[config.mk]
export PLATFORM = sky130hd
export DESIGN_NAME = freq_meter
export DESIGN_NICKNAME = d
export VERILOG_FILES = /design/src/rtl/freq_meter_pkg.sv /design/src/rtl/sync_edge_det.sv /design/src/rtl/freq_meter.sv
export SDC_FILE = /design/constraint.sdc
export NUM_CORES = 1
export LEC_CHECK = 0
export CORE_UTILIZATION = 45
export CTS_BUF_LIST = sky130_fd_sc_hd__clkbuf_4 sky130_fd_sc_hd__clkbuf_8
export CTS_CLUSTER_SIZE = 16
export DETAILED_ROUTE_END_ITERATION = 6
export PLACE_DENSITY_LB_ADDON = 0.05
export SYNTH_ARGS = -nofsm -noshare
export SYNTH_HDL_FRONTEND = slang
export SYNTH_SLANG_ARGS = --single-unit
[constraint.sdc]
create_clock -name iSysClk -period 8.08 [get_ports iSysClk]
set_input_delay 2.02 -clock iSysClk [delete_from_list [all_inputs] [get_ports iSysClk]]
set_output_delay 2.02 -clock iSysClk [all_outputs]
set_load 0.05 [all_outputs]
[src/rtl/freq_meter_pkg.sv]
// Shared definitions for the gated-window frequency meter.
package freq_meter_pkg;

    localparam int unsigned CNT_W = 32;

    typedef enum logic [1:0] {
        ST_IDLE = 2'd0,
        ST_GATE = 2'd1,
        ST_DONE = 2'd2
    } state_t;

    // gate_sel codes
    localparam logic [1:0] GSEL_1S    = 2'd0;
    localparam logic [1:0] GSEL_100MS = 2'd1;
    localparam logic [1:0] GSEL_10MS  = 2'd2;
    localparam logic [1:0] GSEL_1MS   = 2'd3;

    // Gate divider table: gate length is SYS_CLK_HZ / gate_div(sel).
    function automatic int unsigned gate_div(input logic [1:0] sel);
        case (sel)
            GSEL_1S:    return 1;
            GSEL_100MS: return 10;
            GSEL_10MS:  return 100;
            default:    return 1000;
        endcase
    endfunction

    // Edge count to Hz: multiply by the same table value using shifts and adds only.
    function automatic logic [CNT_W-1:0] scale_count(input logic [CNT_W-1:0] x, input logic [1:0] sel);
        case (sel)
            GSEL_1S:    return x;
            GSEL_100MS: return (x << 3) + (x << 1);
            GSEL_10MS:  return (x << 6) + (x << 5) + (x << 2);
            default:    return (x << 9) + (x << 8) + (x << 7) + (x << 6) + (x << 5) + (x << 3);
        endcase
    endfunction

endpackage

[src/rtl/sync_edge_det.sv]
// Synchroniser for an asynchronous probe plus rising-edge detector.
module sync_edge_det #(
    parameter int unsigned SYNC_STAGES = 2
) (
    input  logic clk,
    input  logic rst,
    input  logic sig_in,
    output logic level,
    output logic rise_c
);

    logic [SYNC_STAGES-1:0] sync_q;
    logic                   prev_q;

    // Synchroniser chain plus one delay flop for edge detection; runs in every state.
    always_ff @(posedge clk or posedge rst) begin
        if (rst) begin
            sync_q <= '0;
            prev_q <= 1'b0;
        end else begin
            sync_q <= {sync_q[SYNC_STAGES-2:0], sig_in};
            prev_q <= sync_q[SYNC_STAGES-1];
        end
    end

    assign level  = sync_q[SYNC_STAGES-1];
    assign rise_c = sync_q[SYNC_STAGES-1] & ~prev_q;

endmodule

[src/rtl/freq_meter.sv]
// Gated-window frequency meter: counts probe rising edges and high cycles over a selectable gate.
module freq_meter
    import freq_meter_pkg::*;
#(
    parameter int unsigned SYS_CLK_HZ  = 50_000_000,
    parameter int unsigned SYNC_STAGES = 2
) (
    input  logic             iSysClk,
    input  logic             iRst,
    input  logic             sig_in,
    input  logic             start,
    input  logic             cont,
    input  logic [1:0]       gate_sel,
    output logic [CNT_W-1:0] freq_hz,
    output logic [CNT_W-1:0] high_cnt,
    output logic             meas_valid,
    output logic             busy
);

    localparam int unsigned GATE_1S    = SYS_CLK_HZ / gate_div(GSEL_1S);
    localparam int unsigned GATE_100MS = SYS_CLK_HZ / gate_div(GSEL_100MS);
    localparam int unsigned GATE_10MS  = SYS_CLK_HZ / gate_div(GSEL_10MS);
    localparam int unsigned GATE_1MS   = SYS_CLK_HZ / gate_div(GSEL_1MS);

    // Index of the last gate cycle for a given selection.
    function automatic logic [CNT_W-1:0] gate_last(input logic [1:0] sel);
        case (sel)
            GSEL_1S:    return CNT_W'(GATE_1S - 1);
            GSEL_100MS: return CNT_W'(GATE_100MS - 1);
            GSEL_10MS:  return CNT_W'(GATE_10MS - 1);
            default:    return CNT_W'(GATE_1MS - 1);
        endcase
    endfunction

    state_t           state;
    logic [1:0]       sel_q;
    logic [CNT_W-1:0] gate_end;
    logic [CNT_W-1:0] gate_cnt;
    logic [CNT_W-1:0] edge_cnt;
    logic [CNT_W-1:0] hi_cnt;
    logic             level;
    logic             rise_c;
    logic             arm_c;

    sync_edge_det #(
        .SYNC_STAGES(SYNC_STAGES)
    ) u_sync (
        .clk    (iSysClk),
        .rst    (iRst),
        .sig_in (sig_in),
        .level  (level),
        .rise_c (rise_c)
    );

    // A new gate opens on an idle start or on automatic re-arm after a result.
    assign arm_c = ((state == ST_IDLE) && start) || ((state == ST_DONE) && cont);

    // Measurement FSM with counters and registered results.
    always_ff @(posedge iSysClk or posedge iRst) begin
        if (iRst) begin
            state      <= ST_IDLE;
            sel_q      <= GSEL_1S;
            gate_end   <= '0;
            gate_cnt   <= '0;
            edge_cnt   <= '0;
            hi_cnt     <= '0;
            freq_hz    <= '0;
            high_cnt   <= '0;
            meas_valid <= 1'b0;
            busy       <= 1'b0;
        end else begin
            meas_valid <= 1'b0;
            case (state)
                ST_IDLE: begin
                    busy <= 1'b0;
                end
                ST_GATE: begin
                    gate_cnt <= gate_cnt + CNT_W'(1);
                    if (rise_c) edge_cnt <= edge_cnt + CNT_W'(1);
                    if (level)  hi_cnt   <= hi_cnt + CNT_W'(1);
                    if (gate_cnt == gate_end) state <= ST_DONE;
                end
                ST_DONE: begin
                    freq_hz    <= scale_count(edge_cnt, sel_q);
                    high_cnt   <= hi_cnt;
                    meas_valid <= 1'b1;
                    if (!cont) begin
                        state <= ST_IDLE;
                        busy  <= 1'b0;
                    end
                end
                default: begin
                    state <= ST_IDLE;
                    busy  <= 1'b0;
                end
            endcase
            if (arm_c) begin
                state    <= ST_GATE;
                sel_q    <= gate_sel;
                gate_end <= gate_last(gate_sel);
                gate_cnt <= '0;
                edge_cnt <= '0;
                hi_cnt   <= '0;
                busy     <= 1'b1;
            end
        end
    end

endmodule
==> key figures <==
Run status
  – Status: finished, final reports clean

STA
  – Fin crit period: 5380 ps
  – Skew final: 20.9 ps
  – Max Fclk: 186 MHz
  – Fin. max-slew vios: 0
  – Setup TNS: 0 ps
  – Slew @ Worst Pin: 1050 ps
  – Final setup violation count: 0
  – Unrepaired setup endpoints after global routing: no
  – Tcrit/Tclk final: 66.6%
  – Hold Fails Final Rpt: 0
  – Worst slew margin: 30.0%

Global routing
  – Initial antenna violation count: 0
  – Total congestion overflow: 0
  – Global-route wire length before repair: 67000 um
  – Vias in the first global route: 12.1k
  – Pin count of the biggest net entering global routing: 115
  – Gr usage total: 23.9%

Setup path
  – Reg2reg setup slack: 2700 ps
  – Slowest cell on crit path: dfrtp_1
  – Setup CP Type: reg2reg
  – Crit Reg-Reg Startpoint: edge_cnt[6]
  – Critical path data arrival time: 5780 ps
  – WP buf/inv: 4
  – Critical path peak fanout: 12
  – Worst EP required: 8480 ps
  – FF-to-FF path depth: 17
  – Top delay family on crit path: adder cells
  – Most numerous cell on the critical path: inv_1
  – Slowest stage delay, CP: 760 ps
  – R2R Path End: freq_hz[30]
  – Cell Chain, Critical Path: inv_1 > fa_1 > inv_1 > fa_1 > inv_1 > fa_1 > inv_1 > ha_1 > and3_1 > and3_1 > a221o_1 > o2111ai_1 > a21boi_1 > o21ai_1 > a21o_1 > a21oi_1 > o32a_1
  – CP Capture Type: flop
  – Crit path launch type: flop

Clock tree
  – Clk Latency, worst-skew pair: 510 ps
  – Num CTS Buffers: 17
  – Hold-fix buffers, CTS: 0
  – CTS tree: built
  – Clk sinks: 182
  – Post-cts resize count: 0
  – Reg clk slew, reported paths: 120 ps
  – Setup repair bufs after CTS: 0
  – H-tree levels: 4
  – Maximum buffer depth of the clock tree: 2
  – Root Buffer: clkbuf_8

Drt
  – Drt first pass iters: 7
  – Routed vias/inst: 5.46
  – Iter 0 DRT Violations: 630
  – Per-cell routed wire length: 18.0 um
  – ANT nets after route: 0
  – DR vias: 12.4k
  – Detailed-route DRC error count: 0
  – Routed WL: 40800 um

Cells and area
  – Final Core Density: 50.3%
  – Layout Nets: 2037
  – Design Area, Final: 17400 um2
  – Ant diodes: 0
  – Ratio of cells with drive above 1 in the final layout: 5.19%
  – Area Growth Syn to Fin: 9.78%

Floorplan
  – Row cnt: 68
  – Chip width: 190 um
  – Die Span Y: 190 um
  – Die area: 36000 um2
  – I/O pin total: 73
  – Placeable Area: 34600 um2
  – Initial Util: 45.8%

Power
  – Leakage: 8.49 nW
  – Peak supply drop: 184 uV
  – Pwr dens: 218 nW/um2

Place
  – Buffers on Ports: 72
  – Routability cong.: 0.911
  – Hpwl dp: 30400 um
  – Post-Place Cell Area: 17000 um2

Synthesis
  – Mapped Nets: 1991
  – Synth cell types: 80
  – Netlist Area Pre-Place: 15900 um2
  – Synth top area cells: dfrtp_1 (29%), fa_1 (15%), ha_1 (9.2%), nand2_1 (5.9%), xnor2_1 (4.8%)
  – Synth Flop Type: dfrtp_1
  – Ys Warns: 0
  – Sequential cell area fraction in the yosys report: 28.7%
  – Number of enable flip-flop cells after synthesis: 0
  – Post-synth top area cell: dfrtp_1
  – #FFs+latches synth: 182
  – Yosys top cell area share: 28.7%
  – Cell count after synthesis: 1751
  – Syn_area_per_cell: 9.05 um2
  – Async S/R FF share, synth: 100%

Worst hold path
  – HP Class: reg2reg
  – Hold path start: u_sync.sync_q[0]
  – Hold Path Sink: u_sync.sync_q[1]
  – Hold depth: 0

Flow run
  – Max cap viols: 0
[cells in the final DEF, fill, tap and decap left out, types with 15 or more instances in the layout]
master	synthesis	routed
dfrtp_1	182	181
nand3_1	43	43
xor2_1	74	74
nor3_1	19	19
inv_1	186	185
fa_1	116	116
ha_1	117	117
a21oi_1	96	96
nand4_1	26	26
xnor2_1	87	87
or3_1	15	15
o21ai_0	72	72
clkbuf_8	0	18
and3_1	19	19
nand2_1	251	251
a21o_1	27	27
a211oi_1	18	18
nor2_1	148	147
clkdlybuf4s50_1	0	72
[metal layers]
metal / track usage [%] / up-vias / part of all wire (%)
met5: 0 / - / 0
met4: 7.48 / 0 / 2.8
met3: 3.17 / 53 / 3.3
met2: 38.4 / 223 / 47
met1: 33.6 / 6122 / 47
li1: - / 5971 / -
[synthesized netlist by cell type, types with 18 or more instances]
master      n
inv_1     186
o21ai_0    72
xor2_1     74
nor3_1     19
dfrtp_1   182
nor2_1    148
a211oi_1   18
xnor2_1    87
a21oi_1    96
nand3_1    43
ha_1      117
nand4_1    26
nand2_1   251
and3_1     19
fa_1      116
a21o_1     27
clkbuf_1   41
[worst reg2reg max path, stage by stage (launching register included)]
cell       delay, ps
dfrtp_1          760
inv_1            290
fa_1             590
inv_1             50
fa_1             530
inv_1             60
fa_1             530
inv_1             40
ha_1             340
and3_1           230
and3_1           200
a221o_1          370
o2111ai_1        350
a21boi_1         150
o21ai_1          210
a21o_1           130
a21oi_1           60
o32a_1           370
[cell type report]
type,instances,area [um2]
clock inverter,14,140
multi-input combinational,1326,10400
clock buffer,18,248
fill,3391,17200
timing repair buffer,83,803
sequential,182,4560
inverter,187,711
tap,455,569
[flip-flops by register name (all words and copies together) (netlist names), 2 cells and up]
signal	flops
high_cnt	32
gate_cnt	32
hi_cnt	32
sel_q	2
state	2
u_sync.sync_q	2
freq_hz	32
edge_cnt	32
gate_end	13
[worst max path at each step]
| stage | end | slack (ps) | start | depth (start not counted) |
|---|---|---|---|---|
| after detailed placement | freq_hz[30] | 2740 | edge_cnt[6] | 17 |
| after CTS | freq_hz[30] | 2690 | edge_cnt[6] | 17 |
| after global routing | freq_hz[30] | 2350 | edge_cnt[6] | 17 |
| after floorplan | busy | 1120 | iRst | 1 |
| after global placement | freq_hz[30] | 2800 | edge_cnt[6] | 17 |
| final | freq_hz[30] | 2700 | edge_cnt[6] | 17 |
[cell families (layout without fill, tap and decap cells)]
| logic type | after synthesis | after routing | share of synthesized area [%] |
|---|---|---|---|
| DFF | 182 | 182 | 28.7 |
| and+or+nand+nor | 588 | 588 | 17.1 |
| buffers and inverters | 243 | 302 | 5.88 |
| AOI/OAI and AO/OA | 318 | 318 | 12.9 |
| muxes | 26 | 26 | 2.60 |
| xor gates and xnor gates | 161 | 161 | 8.90 |
| adders and majority gates | 233 | 233 | 23.9 |
[stage by stage]
stage               power (mW)  worst slack, ps  hold WS, ps  instances
finish                    3.80             2700          359       2265
global route              4.15             2350          371       2265
CTS                       3.87             2690          365       2265
detailed placement        3.19             2740          340       2233
global placement          3.17             2800          338       2233
floorplan                 2.60             1120          331       1751
[power by group]
part / switching (mW) / internal, mW / total (mW)
combinational: 1.20 / 0.806 / 2.01
clock: 0.386 / 0.262 / 0.648
sequential: 0.158 / 0.985 / 1.14
Note: power is estimated with default switching activity, not from simulation.
